==> config.mk <==
export PLATFORM = sky130hd
export DESIGN_NAME = display_scan_decoder
export DESIGN_NICKNAME = d
export VERILOG_FILES = /design/src/rtl/display_scan_decoder.sv
export SDC_FILE = /design/constraint.sdc
export NUM_CORES = 1
export LEC_CHECK = 0
export CORE_ASPECT_RATIO = 0.8
export CORE_MARGIN = 4
export CORE_UTILIZATION = 38
export CTS_BUF_LIST = sky130_fd_sc_hd__clkbuf_16
export DETAILED_ROUTE_END_ITERATION = 16
export MAX_ROUTING_LAYER = met4
export SLEW_MARGIN = 30
export SYNTH_ARGS = -nofsm -noshare
export SYNTH_HDL_FRONTEND = slang
export SYNTH_SLANG_ARGS = --single-unit
==> constraint.sdc <==
create_clock -name clk -period 4.05 [get_ports clk]
set_clock_uncertainty 0.05 [all_clocks]
set_input_delay 1.215 -clock clk [delete_from_list [all_inputs] [get_ports clk]]
set_output_delay 1.215 -clock clk [all_outputs]
set_load 0.02 [all_outputs]
==> src/rtl/display_scan_decoder.sv <==
// Receive-side decoder for a multiplexed, active-low 4-digit 7-segment bus.
// Rebuilds the displayed characters and publishes one coherent snapshot per scan frame.
module display_scan_decoder #(
    parameter int unsigned STABLE_CYCLES = 4,
    parameter int unsigned FRAME_TIMEOUT = 1024
) (
    input  logic       clk,
    input  logic       resetN,
    input  logic [3:0] anx,
    input  logic [7:0] value,
    output logic [3:0] digit0,
    output logic [3:0] digit1,
    output logic [3:0] digit2,
    output logic [3:0] digit3,
    output logic [3:0] dpMask,
    output logic       frameValid,
    output logic       segError,
    output logic       stale
);

    localparam int unsigned CntW = $clog2(STABLE_CYCLES + 1);
    localparam int unsigned TmoW = $clog2(FRAME_TIMEOUT + 1);
    localparam logic [CntW-1:0] CntMax = CntW'(STABLE_CYCLES);
    localparam logic [TmoW-1:0] TmoMax = TmoW'(FRAME_TIMEOUT);

    localparam logic [3:0] CodeDash  = 4'hA;
    localparam logic [3:0] CodeBad   = 4'hE;
    localparam logic [3:0] CodeBlank = 4'hF;

    // Segment input is active-low; the table below is active-high gfedcba.
    function automatic logic [3:0] f_decode(input logic [6:0] seg_n);
        logic [6:0] seg;
        logic [3:0] code;
        seg = ~seg_n;
        case (seg)
            7'b0111111: code = 4'd0;
            7'b0000110: code = 4'd1;
            7'b1011011: code = 4'd2;
            7'b1001111: code = 4'd3;
            7'b1100110: code = 4'd4;
            7'b1101101: code = 4'd5;
            7'b1111101: code = 4'd6;
            7'b0000111: code = 4'd7;
            7'b1111111: code = 4'd8;
            7'b1101111: code = 4'd9;
            7'b1000000: code = CodeDash;
            7'b0000000: code = CodeBlank;
            default:    code = CodeBad;
        endcase
        f_decode = code;
    endfunction

    // Input stage and stability tracking
    logic [11:0]     r_sample;
    logic [CntW-1:0] r_stable_cnt;
    logic [CntW-1:0] w_stable_cnt_d;
    logic [11:0]     w_sample;
    logic            w_changed;
    logic            w_reach;

    assign w_sample  = {anx, value};
    assign w_changed = (w_sample != r_sample);

    always_comb begin
        w_stable_cnt_d = r_stable_cnt;
        if (w_changed) begin
            w_stable_cnt_d = CntW'(1);
        end else if (r_stable_cnt != CntMax) begin
            w_stable_cnt_d = r_stable_cnt + CntW'(1);
        end
    end

    // Fires only on the edge the count first arrives at the threshold, so long holds act once.
    assign w_reach = (w_stable_cnt_d == CntMax) && (w_changed || (r_stable_cnt != CntMax));

    always_ff @(posedge clk or negedge resetN) begin
        if (!resetN) begin
            r_sample     <= '1;
            r_stable_cnt <= '0;
        end else begin
            r_sample     <= w_sample;
            r_stable_cnt <= w_stable_cnt_d;
        end
    end

    // Anode decode
    logic       w_sel_valid;
    logic [1:0] w_sel_idx;
    logic       w_illegal;

    always_comb begin
        w_sel_valid = 1'b0;
        w_sel_idx   = 2'd0;
        w_illegal   = 1'b0;
        case (anx)
            4'b1110: begin w_sel_valid = 1'b1; w_sel_idx = 2'd0; end
            4'b1101: begin w_sel_valid = 1'b1; w_sel_idx = 2'd1; end
            4'b1011: begin w_sel_valid = 1'b1; w_sel_idx = 2'd2; end
            4'b0111: begin w_sel_valid = 1'b1; w_sel_idx = 2'd3; end
            4'b1111: ;
            default: w_illegal = 1'b1;
        endcase
    end

    // Capture into shadow registers
    logic [3:0]      w_glyph;
    logic            w_capture;
    logic            w_bad_glyph;
    logic            w_anx_error;
    logic            w_publish;
    logic [3:0]      r_seen_mask;
    logic [3:0]      w_seen_mask_d;
    logic [3:0][3:0] r_shadow;
    logic [3:0][3:0] w_shadow_d;
    logic [3:0]      r_shadow_dp;
    logic [3:0]      w_shadow_dp_d;

    assign w_glyph     = f_decode(value[6:0]);
    assign w_capture   = w_reach && w_sel_valid;
    assign w_bad_glyph = w_capture && (w_glyph == CodeBad);
    assign w_anx_error = w_reach && w_illegal;
    assign w_publish   = (r_seen_mask == 4'b1111);

    always_comb begin
        w_seen_mask_d = w_publish ? 4'b0000 : r_seen_mask;
        w_shadow_d    = r_shadow;
        w_shadow_dp_d = r_shadow_dp;
        if (w_capture) begin
            w_seen_mask_d[w_sel_idx] = 1'b1;
            w_shadow_d[w_sel_idx]    = w_glyph;
            w_shadow_dp_d[w_sel_idx] = ~value[7];
        end
    end

    always_ff @(posedge clk or negedge resetN) begin
        if (!resetN) begin
            r_seen_mask <= '0;
            r_shadow    <= {4{CodeBlank}};
            r_shadow_dp <= '0;
        end else begin
            r_seen_mask <= w_seen_mask_d;
            r_shadow    <= w_shadow_d;
            r_shadow_dp <= w_shadow_dp_d;
        end
    end

    // Published outputs and error pulse
    logic [3:0][3:0] r_digits;
    logic [3:0]      r_dp_mask;
    logic            r_frame_valid;
    logic            r_seg_error;

    always_ff @(posedge clk or negedge resetN) begin
        if (!resetN) begin
            r_digits      <= {4{CodeBlank}};
            r_dp_mask     <= '0;
            r_frame_valid <= 1'b0;
            r_seg_error   <= 1'b0;
        end else begin
            r_frame_valid <= w_publish;
            r_seg_error   <= w_bad_glyph || w_anx_error;
            if (w_publish) begin
                r_digits  <= r_shadow;
                r_dp_mask <= r_shadow_dp;
            end
        end
    end

    // Frame timeout; cleared on the publish edge so stale drops with frameValid
    logic [TmoW-1:0] r_tmo_cnt;
    logic [TmoW-1:0] w_tmo_cnt_d;

    always_comb begin
        w_tmo_cnt_d = r_tmo_cnt;
        if (w_publish) begin
            w_tmo_cnt_d = '0;
        end else if (r_tmo_cnt != TmoMax) begin
            w_tmo_cnt_d = r_tmo_cnt + TmoW'(1);
        end
    end

    always_ff @(posedge clk or negedge resetN) begin
        if (!resetN) begin
            r_tmo_cnt <= '0;
        end else begin
            r_tmo_cnt <= w_tmo_cnt_d;
        end
    end

    assign digit0     = r_digits[0];
    assign digit1     = r_digits[1];
    assign digit2     = r_digits[2];
    assign digit3     = r_digits[3];
    assign dpMask     = r_dp_mask;
    assign frameValid = r_frame_valid;
    assign segError   = r_seg_error;
    assign stale      = (r_tmo_cnt == TmoMax);

endmodule

Word level (Yosys, flattened, before mapping)
Index checks and enable logic that the tools add are counted.
- bits in registers: 72
- input bits: 14
- output and inout port bits: 23
- logic and storage cells: 73
- add/sub/neg operators: 2
- order comparisons: 2
- equality and inequality tests: 23
- mux-type cells: 16
- bitwise gates (word level): 3
- reduce and logical (&&, ||, !) cells: 11
- operators with widths (kind ; number):
    $eq A7 B7 Y1 const B ; 8
    $pmux W4 S12 ; 1
    $eq A4 B4 Y1 const B ; 6
    $mux W11 ; 2
    $bwmux W16 ; 1
    $eq A7 B3 Y1 const B ; 2
    $mux W4 ; 3
    $ne A12 B12 Y1 ; 1
    $add A11 B1 Y11 const B ; 1
    $eq A11 B11 Y1 const B ; 1
    $ne A11 B11 Y1 const B ; 1
    $demux W4 S2 ; 1
    $eq A7 B6 Y1 const B ; 1
    $logic_not A7 Y1 ; 1
    $not A7 Y7 ; 1
    $mux W3 ; 2
    $pmux W2 S3 ; 1
    $logic_and A1 B1 Y1 ; 5
    $reduce_or A5 Y1 ; 1
    $bwmux W4 ; 1
    $eq A4 B3 Y1 const B ; 1
    $or A4 B4 Y4 ; 1
    $reduce_or A4 Y1 ; 1
    $add A3 B1 Y3 const B ; 1
    9 further kinds ; 12

Logic depth before layout (Yosys ltp)
Gate-level depths: netlist of run 1.
- depth in word-level cells: 8
- depth in mapped cells: 7
- mapped depth without buffers: 7

Worst setup path after synthesis of run 1
Ideal clock, no wire load.
- path type: input-to-reg
- start point: input port anx[3]
- end point: register r_shadow[12] in the netlist's numbering
- library setup time: 82 ps
- arrival: 3195 ps
- data required time: 3918 ps
- path slack: 723 ps
- stages on the path: 7
- path buffers: 1
- cells stage by stage: clkbuf_1 xor2_1 nor4_1 nand3_1 or3_4 nor4b_4 mux2_2
- word-level cells in the longest chain between the ends: 7
- elaborated cells between the ends (all ways): 19
- classes of those cells: 2 x order compare; 6 x eq/ne; 6 x mux; 5 x reduce/logical
- ends and longest elaborated chain (item ; line ; source):
    start, declared ; 9 ; input logic [3:0] anx,
    $eq A4 B3 Y1 or $eq A4 B4 Y1 (tied branches) ; 95 ; case (anx)
    $pmux W2 S3 ; 95 ;
    $lt A2 B3 Y1 (not written as such) or $ge A2 B1 Y1 (tied branches) ; 130 ; w_shadow_d[w_sel_idx] = w_glyph;
    $logic_and A1 B1 Y1 (not written as such) ; 130 ;
    $mux W4 (not written as such) ; 130 ;
    $demux W4 S2 ; 130 ;
    $bwmux W16 ; 130 ;
    end signal, assigned ; 138 ; r_shadow <= {4{CodeBlank}};
    end signal, assigned ; 142 ; r_shadow <= w_shadow_d;
    end, declared ; 113 ; logic [3:0][3:0] r_shadow;
Several ways; a longest one is shown, not always the timed one.
A chain may end at the register's enable or synchronous reset.

Final worst setup path of run 1
- start point: input port value[4]
- end point: register r_shadow[15] in the netlist's numbering
- word-level cells in the longest chain between the ends: 5
- elaborated cells between the ends (all ways): 21
- classes of those cells: 13 x eq/ne; 3 x mux; 1 x bitwise; 4 x reduce/logical
- ends and longest elaborated chain (item ; line ; source):
    start, declared ; 10 ; input logic [7:0] value,
    $ne A12 B12 Y1 ; 62 ; assign w_changed = (w_sample != r_sample);
    $mux W3 ; 66 ; if (w_changed) begin
    $eq A3 B3 Y1 ; 74 ; assign w_reach = (w_stable_cnt_d == CntMax) && (w_changed || (r_stable_cnt != CntMax));
    $logic_and A1 B1 Y1 ; 74 ;
    $logic_and A1 B1 Y1 ; 119 ; assign w_capture = w_reach && w_sel_valid;
Several ways; a longest one is shown, not always the timed one.

==> results of run 1 <==
final cells by class:
cell class / instances / area share
timing repair buffer: 55 / 0.120
clock buffer: 10 / 0.0605
multi-input combinational: 201 / 0.314
tap: 108 / 0.0327
sequential: 72 / 0.449
inverter: 11 / 0.00998
clock inverter: 6 / 0.0139
registers in the layout, summed over array words and instances, names as in the netlist, 3 cells and up:
signal        count
r_shadow         16
r_sample         12
r_tmo_cnt        11
digit0            4
digit1            4
digit2            4
digit3            4
dpMask            4
r_seen_mask       4
r_shadow_dp       4
r_stable_cnt      3
critical path, cell delays in order:
cell and delay [ns]:
clkdlybuf4s50_1 0.45, xor2_1 0.15, nor4_1 0.47, nand3_1 0.16
or3_4 0.47, nor4b_4 0.47, mux2_2 0.40
metal layers:
metal | routed length, um | up-vias
li1 | - | 1109
met1 | 3350 | 1073
met2 | 2810 | 32
met3 | 228 | 5
met4 | 89 | 0
met5 | 0 | -
cell usage in the layout, fill, tap and decap left out, types with 3 or more instances in the layout:
| master | n |
|---|---|
| a21o_1 | 4 |
| nand4_1 | 4 |
| o21ai_0 | 10 |
| inv_1 | 11 |
| mux2_2 | 18 |
| or3_1 | 4 |
| o211ai_1 | 3 |
| clkbuf_16 | 10 |
| xor2_1 | 19 |
| a21oi_1 | 4 |
| mux2i_1 | 4 |
| nor2_1 | 15 |
| dfrtp_1 | 28 |
| buf_4 | 19 |
| nor3_1 | 3 |
| nand2_1 | 66 |
| clkdlybuf4s50_1 | 35 |
| ha_1 | 4 |
| dfstp_2 | 44 |
| nand3_1 | 12 |
| nor4_1 | 5 |
through the flow:
step | setup WS [ns] | utilization
3_3_place_gp | 0.139 | 0.471
5_1_grt | 0.293 | 0.509
6_report | 0.469 | 0.509
2_1_floorplan | 0.723 | -
4_1_cts | 0.463 | 0.509
3_5_place_dp | 0.109 | 0.471
Yosys cell counts (all sizes together) (2+ instances only):
library cell   n
or3            5
mux2i          4
xor2          19
inv           11
nor4           7
mux2          18
nand3         12
or4b           2
nor3           3
nand2         66
buf            5
nand4          4
dfrtp         28
ha             4
and3           2
o21ai         10
a21o           4
clkbuf         7
nor2          15
dfstp         44
nand3b         2
a21oi          4
xnor2          2
o211ai         3
kinds of logic after synthesis:
logic type	after synthesis	share of synthesized area
AO/OA/AOI/OAI	28	0.0553
XOR/XNOR	21	0.0565
buffers and inverters	23	0.0319
AND/OR/NAND/NOR	126	0.197
multiplexers	22	0.0745
adder cells (fa/ha/maj)	4	0.0154
flip-flops	72	0.570
power breakdown:
part | leakage [nW] | switching [mW] | internal [mW] | total [mW]
Clock | 0.150 | 0.289 | 0.508 | 0.797
Combinational | 0.869 | 0.0470 | 0.0329 | 0.0799
Sequential | 0.807 | 0.00255 | 0.732 | 0.735
Total | 1.83 | 0.338 | 1.27 | 1.61
path summary, 6_finish.rpt:
path	slack (ns)	cells past startpoint	end	startpoint
min	0.40	2	digit2[2]	r_shadow[10]
min reg2reg	0.40	2	digit2[2]	r_shadow[10]
max	0.47	7	r_shadow[15]	value[4]
max reg2reg	1.37	6	r_shadow[15]	r_sample[8]
min in group asynchronous	0.84	1	r_stable_cnt[0]	resetN
max in group asynchronous	2.28	2	r_shadow[11]	resetN
==> reports/results.md, run 1 <==
Status
- **outcome** completed

Drt
- **Detailed Routing Iterations Pass 1** 4
- **initial drt markers** 50
- **post-route antenna net violation count** 0
- **count of vias placed by the detailed router** 2219
- **vias per cell** 4.79
- **Routed WL** 6480 um
- **Routed WL per cell** 14.0 um
- **detailed-route DRC error count** 0

Finish
- **Sequential Area** 1860 um2
- **area used by multi-input combinational logic** 1300 um2
- **area growth from synthesis to layout** 27.0%
- **Non-Filler Cell Area, Final** 4140 um2
- **share of final-layout standard cells stronger than drive strength 1** 0.285
- **number of fillers in the final layout** 750
- **number of nets in the layout** 368
- **Antenna Cells** 0
- **non-filler instance count after layout** 463

Logic synthesis
- **portion of synthesized cell area occupied by the leading cell type** 0.355
- **main area contributors after synthesis** dfstp_2 (35%), dfrtp_1 (22%), nand2_1 (7.6%)
- **top cell type by total area after synthesis** dfstp_2
- **Yosys warnings** 0
- **Post-Synthesis Mean Instance Area** 11.0 um2
- **sequential fraction of the synthesis area** 0.570
- **count of flip-flops with a built-in enable after synthesis** 0
- **most frequently used flop master after synthesis** dfstp_2
- **count of distinct cell types in the synthesized netlist** 45
- **Mapped Area** 3260 um2
- **async set-reset flop share out of synthesis** 1.00
- **Synth Net Count** 314
- **count of state elements after synthesis** 72
- **number of instances in the synthesized netlist** 296

Power and ir drop
- **leakage power** 1.83 nW
- **power density cells** 390 nW/um2
- **largest voltage drop on the vdd net** 0.000182 V
- **total power** 1.61 mW

Global routing
- **total overflow reported by the global router** 0
- **pin count of the biggest net entering global routing** 29
- **via count of the first global-routing pass** 2196
- **global-route layer with the greatest usage** met2
- **GRT Util Overall** 0.141
- **wire length of the first global-routing pass** 11100 um
- **met1 GRT Util** 0.195
- **Global Route met3 Usage** 0.0449
- **global routing usage on met2** 0.197
- **initial antenna violation count** 0

Timing
- **slew at the pin with the worst max-slew slack** 0.584 ns
- **final number of setup-violating endpoints** 0
- **normalized max-slew margin** 0.611
- **Sum Neg Setup Slack** 0 ns
- **final hold viol count** 0
- **final critical-path required period** 3.58 ns
- **final-layout worst hold slack** 0.404 ns
- **unrepaired setup endpoints after global routing** no
- **pins over their slew limit** 0
- **timing-limited maximum frequency** 279 MHz
- **fin crit share** 0.884

Placement
- **port bufs** 36
- **routability cong.** 0.811
- **half-perimeter wire length of the detailed placement result** 4510 um
- **Placed Instance Area** 3830 um2
- **number of cells after detailed placement** 447

Floorplanning
- **area of the die** 10100 um2
- **Site Rows** 29
- **die width** 112 um
- **Die H** 90.8 um
- **placeable core region** 8130 um2
- **effective utilization at floorplan** 0.401
- **number of ports placed on the die boundary** 37

CTS
- **Clock Path Buffers** 2
- **CTS clk-pin slew, worst paths** 0.06 ns
- **post-cts resize count** 0
- **clock tree from TritonCTS** built
- **CTS Hold Bufs** 0
- **cell at the root of the clock tree** clkbuf_16
- **number of buffers inserted by post-CTS setup repair** 0
- **worst skew pair latency** 0.33 ns
- **clock net sink count** 72
- **maximum level of the CTS H-tree** 3
- **total CTS buffers** 9

Setup path
- **category of the worst setup path capture point** flip-flop
- **worst endpoint required time** 4.25 ns
- **worst setup path category** input pin to flip-flop
- **worst-path fanout max** 6
- **Arr. time, crit path** 3.78 ns
- **crit start category** input pin

Flow run
- **max capacitance violation total** 0

Worst hold path
- **worst min path class** flip-flop to flip-flop

No activity file was read; power rests on OpenSTA's default activity.
==> run 2, diff against run 1 <==
--- a/config.mk
+++ b/config.mk
@@ -10,6 +10,7 @@
 export CORE_UTILIZATION = 38
 export CTS_BUF_LIST = sky130_fd_sc_hd__clkbuf_16
 export DETAILED_ROUTE_END_ITERATION = 16
+export GPL_TIMING_DRIVEN = 0
 export MAX_ROUTING_LAYER = met4
 export SLEW_MARGIN = 30
 export SYNTH_ARGS = -nofsm -noshare
==> reports/results.md, run 2 (synthesis results as in run 1) <==
Power and ir drop
- **logic gate share of total power** 0.047, -0.003
- **largest voltage drop on the vdd net** 0.000187 V, +2.7%
- **share of total power in the clock network** 0.503, +0.009
- **power density cells** 399 nW/um2, +2.4%
- **Int Pwr** 1.30 mW, +1.8%
- **sequential share of power** 0.450, -0.006
- **switching component of the power** 337 uW, -0.24%
- **switching part of the total** 0.207, -0.00333
- **leakage power** 1.78 nW, -2.5%

Floorplanning
- **Site Rows** 29, unchanged
- **area of the die** 10100 um2, unchanged
- **effective utilization at floorplan** 0.401, unchanged
- **placeable core region** 8130 um2, unchanged
- **die width** 112 um, unchanged
- **Die H** 90.8 um, unchanged
- **number of ports placed on the die boundary** 37, unchanged

Setup path
- **CP Cell Sequence** clkdlybuf4s50_1, xor2_1, nor4_2, nand3_1, or3_4, nor4_4, mux2_2
- **Worst Reg2Reg Path Length in Cells** 6, unchanged
- **cell with the largest stage delay on the worst path** clkdlybuf4s50_1
- **r2r endpoint** r_shadow[11]
- **startpoint of the lowest-slack register-to-register path** r_sample[2]
- **setup slack, reg-to-reg** 1.33 ns, -0.04 ns
- **worst endpoint required time** 4.25 ns, about the same
- **worst-path fanout max** 7, +1
- **crit start category** input pin
- **CP Launch Point** anx[0]
- **Arr. time, crit path** 4.02 ns, +0.24 ns
- **crit path capture** r_shadow[11]
- **category of the worst setup path capture point** flip-flop
- **biggest cell delay along the critical path** 0.60 ns, +0.13 ns
- **worst setup path category** input pin to flip-flop

Finish
- **non-filler instance count after layout** 457, -1.3%
- **area growth from synthesis to layout** 25.7%
- **number of fillers in the final layout** 743, -0.93%
- **most flop-heavy register** r_shadow
- **number of nets in the layout** 362, -1.6%
- **leading registers by flop count** r_shadow (16), r_sample (12), r_tmo_cnt (11)
- **share of final-layout standard cells stronger than drive strength 1** 0.252, -0.0324
- **commonest cells after routing, fill and taps aside** nand2_1 (66), dfstp_2 (44), clkdlybuf4s50_1 (35)
- **Antenna Cells** 0, unchanged
- **most frequent standard cell in the layout excluding fill and tap cells** nand2_1
- **flip-flop count of the largest register after layout** 16, unchanged
- **area used by multi-input combinational logic** 1300 um2, +0.48%
- **Sequential Area** 1860 um2, unchanged

Worst hold path
- **worst min path class** flip-flop to flip-flop
- **launch instance of the worst min-delay path** r_shadow[11]

Timing
- **pins over their slew limit** 0, unchanged
- **unrepaired setup endpoints after global routing** no
- **final number of setup-violating endpoints** 0, unchanged
- **fin crit share** 0.944, +0.0593
- **final critical-path required period** 3.82 ns, +0.240 ns
- **timing-limited maximum frequency** 262 MHz, -6.3%
- **slew at the pin with the worst max-slew slack** 0.590 ns, +0.00577 ns
- **normalized max-slew margin** 0.605, -0.00530
- **final hold viol count** 0, unchanged
- **Sum Neg Setup Slack** 0 ns, unchanged
- **final-layout worst hold slack** 0.396 ns, -0.00748 ns

CTS
- **maximum level of the CTS H-tree** 3, unchanged
- **number of buffers inserted by post-CTS setup repair** 0, unchanged
- **total CTS buffers** 9, unchanged
- **worst skew pair latency** 0.33 ns, about the same
- **cell at the root of the clock tree** clkbuf_16
- **clock tree from TritonCTS** built
- **CTS Hold Bufs** 0, unchanged
- **CTS clk-pin slew, worst paths** 0.06 ns, about the same
- **clock net sink count** 72, unchanged
- **post-cts resize count** 0, unchanged
- **Clock Path Buffers** 2, unchanged

Placement
- **port bufs** 36, unchanged
- **routability cong.** 0.786, -3.0%
- **number of cells after detailed placement** 441, -1.3%
- **half-perimeter wire length of the detailed placement result** 4340 um, -3.9%

Global routing
- **total overflow reported by the global router** 0, unchanged
- **Global Route met3 Usage** 0.0435, -0.00134
- **global-route layer with the greatest usage** met1
- **pin count of the biggest net entering global routing** 52, +79%
- **via count of the first global-routing pass** 2121, -3.4%
- **global routing usage on met2** 0.182, -0.0151
- **initial antenna violation count** 0, unchanged
- **GRT Util Overall** 0.135, -0.00590
- **met1 GRT Util** 0.192, -0.00341
- **wire length of the first global-routing pass** 10600 um, -4.2%

Drt
- **initial drt markers** 91, +82%
- **Detailed Routing Iterations Pass 1** 4, unchanged
- **vias per cell** 4.81, +0.40%
- **post-route antenna net violation count** 0, unchanged
- **count of vias placed by the detailed router** 2199, -0.90%
- **detailed-route DRC error count** 0, unchanged
- **Routed WL** 6190 um, -4.4%
- **Routed WL per cell** 13.5 um, -3.2%

Status
- **outcome** completed

Flow run
- **max capacitance violation total** 0, unchanged

run 2: power by group through the flow:
stage                     Combinational [mW]  Clock (mW)  Sequential (mW)
after floorplan                       0.0329           0            0.746
after global placement                0.0732           0            0.746
after detailed placement              0.0771           0            0.746
after CTS                             0.0774       0.845            0.735
after global routing                  0.0864       0.878            0.735
final                                 0.0765       0.822            0.735
run 2: layout make-up:
type,count,share of cell area
sequential,72,0.453
timing repair buffer,37,0.0941
buffer,12,0.0153
clock buffer,9,0.0550
inverter,11,0.0101
multi-input combinational,201,0.318
tap,108,0.0330
clock inverter,7,0.0208
run 2: how the worst min path moves through the flow:
stage | endpoint | depth (start not counted)
detailed placement | digit2[2] | 2
global route | digit2[3] | 2
finish | digit2[3] | 2
CTS | digit2[3] | 2
global placement | digit2[3] | 2
floorplan | digit0[0] | 2
run 2: worst max-delay path: cells and delay by family:
kind,cells,cell delay (ns)
xor+xnor,1,0.24
buf+inv,1,0.60
mux,1,0.39
simple gates,4,1.57
run 2: layer usage:
metal  part of all wire  up-vias
li1                   -     1101
met1               0.52     1051
met2               0.42       38
met3              0.046        9
met4              0.014        0
met5                  0        -
run 2: through the flow:
step,instance area (um2),power (mW),utilization,worst slack (ns)
floorplan,3260,0.779,-,0.723
global placement,3750,0.819,0.462,-0.715
detailed placement,3780,0.823,0.465,-0.256
CTS,4090,1.66,0.503,0.0903
global route,4100,1.70,0.504,0.0263
finish,4100,1.63,0.504,0.229
